File: config.mk
export PLATFORM = sky130hd
export DESIGN_NAME = ddr_tx_serializer
export DESIGN_NICKNAME = d
export VERILOG_FILES = /design/src/rtl/ddr_tx_pkg.sv /design/src/rtl/ddr_tx_serializer_out_cell.sv /design/src/rtl/ddr_tx_serializer.sv
export SDC_FILE = /design/constraint.sdc
export NUM_CORES = 1
export LEC_CHECK = 0
export CAP_MARGIN = 20
export CORE_ASPECT_RATIO = 0.9
export CORE_MARGIN = 2
export CORE_UTILIZATION = 55
export CTS_CLUSTER_DIAMETER = 120
export CTS_CLUSTER_SIZE = 40
export DETAILED_ROUTE_END_ITERATION = 6
export PLACE_DENSITY_LB_ADDON = 0.15
export REMOVE_ABC_BUFFERS = 1
export SYNTH_ARGS = -nofsm -noshare
export SYNTH_HDL_FRONTEND = slang
export SYNTH_SLANG_ARGS = --single-unit
File: constraint.sdc
create_clock -name clk -period 6.3 [get_ports clk]
set_clock_uncertainty 0.05 [all_clocks]
set_input_delay 0.63 -clock clk [delete_from_list [all_inputs] [get_ports clk]]
set_output_delay 0.63 -clock clk [all_outputs]
set_load 0.1 [all_outputs]
File: src/rtl/ddr_tx_pkg.sv
// Shared constants and helpers for the DDR transmit serializer.
// Optional statistics are enabled with DDR_TX_STATS_EN.
package ddr_tx_pkg;

  localparam int unsigned STATS_W = 32;

  function automatic int unsigned fill_w(input int unsigned depth);
    return $clog2(depth) + 1;
  endfunction

endpackage

File: src/rtl/ddr_tx_serializer_out_cell.sv
// One output bit: XOR of a rising-edge and a falling-edge register.
// The clock never enters the data path.
module ddr_out_cell #(
  parameter logic IDLE_BIT = 1'b0
) (
  input  logic clk,
  input  logic rst,
  input  logic rise_i,
  input  logic fall_i,
  output logic q_o
);

  logic rise_q;
  logic hold_q;
  logic fall_q;

  // Each register stores its target XOR the other, so the XOR shows the target.
  always_ff @(posedge clk) begin
    if (rst) begin
      rise_q <= IDLE_BIT ^ fall_q;
      hold_q <= IDLE_BIT;
    end else begin
      rise_q <= rise_i ^ fall_q;
      hold_q <= fall_i;
    end
  end

  always_ff @(negedge clk) begin
    if (rst) begin
      fall_q <= IDLE_BIT ^ rise_q;
    end else begin
      fall_q <= hold_q ^ rise_q;
    end
  end

  assign q_o = rise_q ^ fall_q;

endmodule

File: src/rtl/ddr_tx_serializer.sv
// FIFO-fed DDR transmit serializer: low half on rising, high half on falling.
// Define DDR_TX_STATS_EN to add word_count and underflow_count outputs.
module ddr_tx_serializer
  import ddr_tx_pkg::*;
#(
  parameter int                    DATA_WIDTH = 8,
  parameter int                    DEPTH      = 4,
  parameter logic [DATA_WIDTH-1:0] IDLE_VALUE = '0
) (
  input  logic                      clk,
  input  logic                      rst,
  input  logic [2*DATA_WIDTH-1:0]   in_data,
  input  logic                      in_valid,
  output logic                      in_ready,
  input  logic                      out_en,
  input  logic                      flush,
  output logic [DATA_WIDTH-1:0]     data_out,
  output logic                      out_valid,
`ifdef DDR_TX_STATS_EN
  output logic [STATS_W-1:0]        word_count,
  output logic [STATS_W-1:0]        underflow_count,
`endif
  output logic [fill_w(DEPTH)-1:0]  fill_level
);

  localparam int FW = fill_w(DEPTH);
  localparam int AW = $clog2(DEPTH);

  logic [2*DATA_WIDTH-1:0] mem_q [DEPTH];
  logic [AW-1:0]           wptr_q;
  logic [AW-1:0]           rptr_q;
  logic [FW-1:0]           cnt_q;
  logic [FW-1:0]           cnt_d;
  logic                    valid_q;
  logic                    push;
  logic                    pop;
  logic                    pop_go;
  logic [2*DATA_WIDTH-1:0] head;
  logic [DATA_WIDTH-1:0]   rise_d;
  logic [DATA_WIDTH-1:0]   fall_d;

  assign in_ready = (cnt_q != FW'(DEPTH));
  assign push     = in_valid & in_ready & ~flush;
  assign pop      = out_en & (cnt_q != '0) & ~flush;
  assign pop_go   = pop & ~rst;
  assign head     = mem_q[rptr_q];

  always_comb begin
    cnt_d = cnt_q;
    unique case ({push, pop})
      2'b10:   cnt_d = cnt_q + FW'(1);
      2'b01:   cnt_d = cnt_q - FW'(1);
      default: cnt_d = cnt_q;
    endcase
  end

  always_ff @(posedge clk) begin
    if (rst || flush) begin
      wptr_q  <= '0;
      rptr_q  <= '0;
      cnt_q   <= '0;
      valid_q <= 1'b0;
    end else begin
      if (push) wptr_q <= wptr_q + AW'(1);
      if (pop)  rptr_q <= rptr_q + AW'(1);
      cnt_q   <= cnt_d;
      valid_q <= pop;
    end
  end

  always_ff @(posedge clk) begin
    if (push && !rst) mem_q[wptr_q] <= in_data;
  end

  assign rise_d = pop_go ? head[DATA_WIDTH-1:0] : IDLE_VALUE;
  assign fall_d = pop_go ? head[2*DATA_WIDTH-1:DATA_WIDTH] : IDLE_VALUE;

  for (genvar i = 0; i < DATA_WIDTH; i++) begin : g_cell
    ddr_out_cell #(
      .IDLE_BIT (IDLE_VALUE[i])
    ) u_cell (
      .clk    (clk),
      .rst    (rst),
      .rise_i (rise_d[i]),
      .fall_i (fall_d[i]),
      .q_o    (data_out[i])
    );
  end

  assign out_valid  = valid_q;
  assign fill_level = cnt_q;

`ifdef DDR_TX_STATS_EN
  logic [STATS_W-1:0] wc_q;
  logic [STATS_W-1:0] uf_q;

  // Flush leaves the statistics alone; only reset clears them.
  always_ff @(posedge clk) begin
    if (rst) begin
      wc_q <= '0;
      uf_q <= '0;
    end else begin
      if (pop && wc_q != '1) wc_q <= wc_q + 1'b1;
      if (out_en && cnt_q == '0 && uf_q != '1) uf_q <= uf_q + 1'b1;
    end
  end

  assign word_count      = wc_q;
  assign underflow_count = uf_q;
`endif

endmodule

==> impl_metrics.yaml <==
worst_setup_path:
  crit_chain: "xor2_1 > buf_4"
  crit_buf_inv: 1
  slowest_stage: "dfxtp_1"
  worstPathArrival_ps: 4380
  ff2ff_setup_slack_ps: 2500
  r2r_start: "g_cell[6].u_cell.hold_q"
  slowest_delay_ps: 360
  crit_required_ps: 5620
  reg2regPathDepth: 2
  cp_top_family: "flip-flops"
  crit_path_end_kind: "output pin"
  critical_path_class: "reg -> out"
  critPathMaxFanout: 2
  endpoint: "data_out[0]"
  cp_num_cells: 2
  crit_path_start: "g_cell[0].u_cell.fall_q"
  r2r_end: "g_cell[6].u_cell.fall_q"
  crit_path_start_kind: "register"
cts:
  cts_hold_buffers: 0
  postCtsSetupBuffers: 0
  clkLatencyLatePin_ps: 410
  htree_levels: 3
  cts_tree: "done"
  cts_inserted_buffers: 9
  path_clk_slew_ps: 80
  clock-root-buffer: "clkbuf_8"
  clockBufferDepth: 2
  cts_resized: 0
  clock_sink_count: 98
yosys:
  ys_seq_elements: 98
  synthesis.area_sq_um: 3770
  syn_inst: 228
  yosysWarnings: 0
  ys_top_cells_by_area: "edfxtp_1, dfxtp_1, mux4_2"
  synth_top_area_share_pct: 51.0
  synth_cell_types: 27
  yosys.area.top_type: "edfxtp_1"
  ys_seq_area_share_pct: 69.0
  syn_avg_cell_area_sq_um: 16.5
die:
  ios: 34
  core_sq_um: 6620
  initial_core_util_pct: 56.9
  chipHeight_um: 82.5
  die_x_um: 91.3
  rows: 28
  die_area_sq_um: 7530
finish:
  nNetsFinal: 290
  num_antenna_cells: 0
  syn2layout_area_growth_pct: 14.6
  drive_gt1_share_pct: 13.4
power:
  leakage_nw: 1.53
  p_total_w: 0.00141
  ir_worst_vdd_mv: 0.138
  power_density_nw_per_um2: 326
route:
  finalWirelength_um: 5920
  wl_per_cell_um: 16.5
  drc: 0
  vias: 1838
  dr.first_iter.drc_count: 152
  vias_per_cell: 5.13
  ant_nets: 0
  drtPass1Iterations: 4
sta:
  setup_viol: 0
  slew_headroom_pct: 34.7
  tightest_slew_ps: 977
  hold_viol_final: 0
  maxSlewViolCount: 0
  rsz0062_at_grt: "false"
  finalSetupTns_ps: 0
placed_design:
  place_congestion: 0.698
  numPortBuffers: 33
  hpwl_um: 3920
global_routing:
  grt_antenna_before_repair: 0
  grt_max_degree: 22
  grt_overflow: 0
  grt_pass1_vias: 1746
  grt_pass1_wl_um: 9320
  gr-usage-all-layers_pct: 17.3
job:
  cap_violations: 0
min_path:
  worst_hold_path_type: "reg -> reg"
  hold_start: "wptr_q[0]"
status:
  outcome: "complete, no violations"
-- worst min-delay path, cell delays in order, from the launching register on --
cell,delay (ps)
dfxtp_1,360
o21ai_0,80
a21oi_1,60
-- state kept, by name (all words and copies together), names as in the netlist, named ones only --
register and count:
g_cell.u_cell.hold_q 8, wptr_q 2, mem_q 64, out_valid 1, rptr_q 2, g_cell.u_cell.rise_q 8, g_cell.u_cell.fall_q 8, fill_level 3
-- Yosys cell counts (all sizes together) --
cell,instances
nor2,8
nand3,10
and3,12
xor2,11
or2,1
o31a,1
fa,1
or3,2
nand2,1
nand2b,8
ha,5
buf,14
nor3b,1
dfxtp,34
o311ai,1
inv,9
mux4,16
a21oi,4
o21ai,3
clkbuf,4
xnor2,17
nor2b,1
edfxtp,64
-- cell families (layout without fill, tap and decap cells) --
logic type | count (synthesis) | after routing | synth area share [%]
adder cells (fa/ha/maj) | 6 | 6 | 2.19
AO/OA/AOI/OAI | 9 | 9 | 1.39
multiplexers | 16 | 16 | 10.2
flip-flops | 98 | 98 | 69.0
XOR/XNOR | 28 | 28 | 6.51
AND/OR/NAND/NOR | 44 | 44 | 6.41
buffers and inverters | 27 | 67 | 4.31
-- worst min-delay path by stage --
stage / to / slack, ps / cells after the start
floorplan: wptr_q[0] / 430 / 2
global placement: rptr_q[1] / 460 / 2
detailed placement: rptr_q[1] / 470 / 2
CTS: wptr_q[0] / 490 / 2
global route: wptr_q[0] / 510 / 2
finish: wptr_q[0] / 490 / 2
-- where the power goes --
part	internal (W)	switching (W)	leakage (nW)
clock network	0.000198	0.000218	0.146
registers	0.000711	0.0000209	0.856
logic	0.0000669	0.000194	0.532
total	0.000976	0.000433	1.53
-- cell usage in the layout (no fill, tap or decap), types with 2 or more instances in the layout --
cell,count
edfxtp_1,64
nor2_1,8
xor2_1,11
clkbuf_16,2
a21oi_1,4
clkdlybuf4s50_1,25
clkbuf_8,9
nand2b_1,8
xnor2_1,17
or3_1,2
buf_4,9
dfxtp_1,34
mux4_1,6
mux4_2,10
and3_1,12
nand3_1,10
inv_1,16
o21ai_0,3
ha_1,5
clkinv_4,3
-- layer usage --
layer	part of all wire, %	wire (um)	vias to the layer above	track usage (%)
met5	0	0	-	0
met4	1.1	65	0	6.36
met3	5.2	310	6	5.35
met2	48	2850	44	28.0
met1	45	2690	895	22.4
li1	-	-	893	-
-- cell type report --
cell class              count  area, sq um
clock buffers              11          174
clock inverters            13         65.1
fillers                   487         2300
inverters                   8         30.0
multi-input cells         103         1000
flip-flops and latches     98         2600
well taps                  90          113
repair buffers             35          333
-- per-stage QoR --
stage / util [%] / instances / setup slack (ps) / hold slack [ps] / area, sq um
final: 65.3 / 358 / 1240 / 492 / 4320
after global routing: 65.3 / 358 / 1170 / 507 / 4320
after CTS: 65.0 / 357 / 1210 / 489 / 4310
after detailed placement: 61.5 / 334 / 1440 / 474 / 4070
after global placement: 61.5 / 334 / 1450 / 456 / 4070
after floorplan: - / 210 / 697 / 434 / 3640
Note: power is estimated with default switching activity, not from simulation.
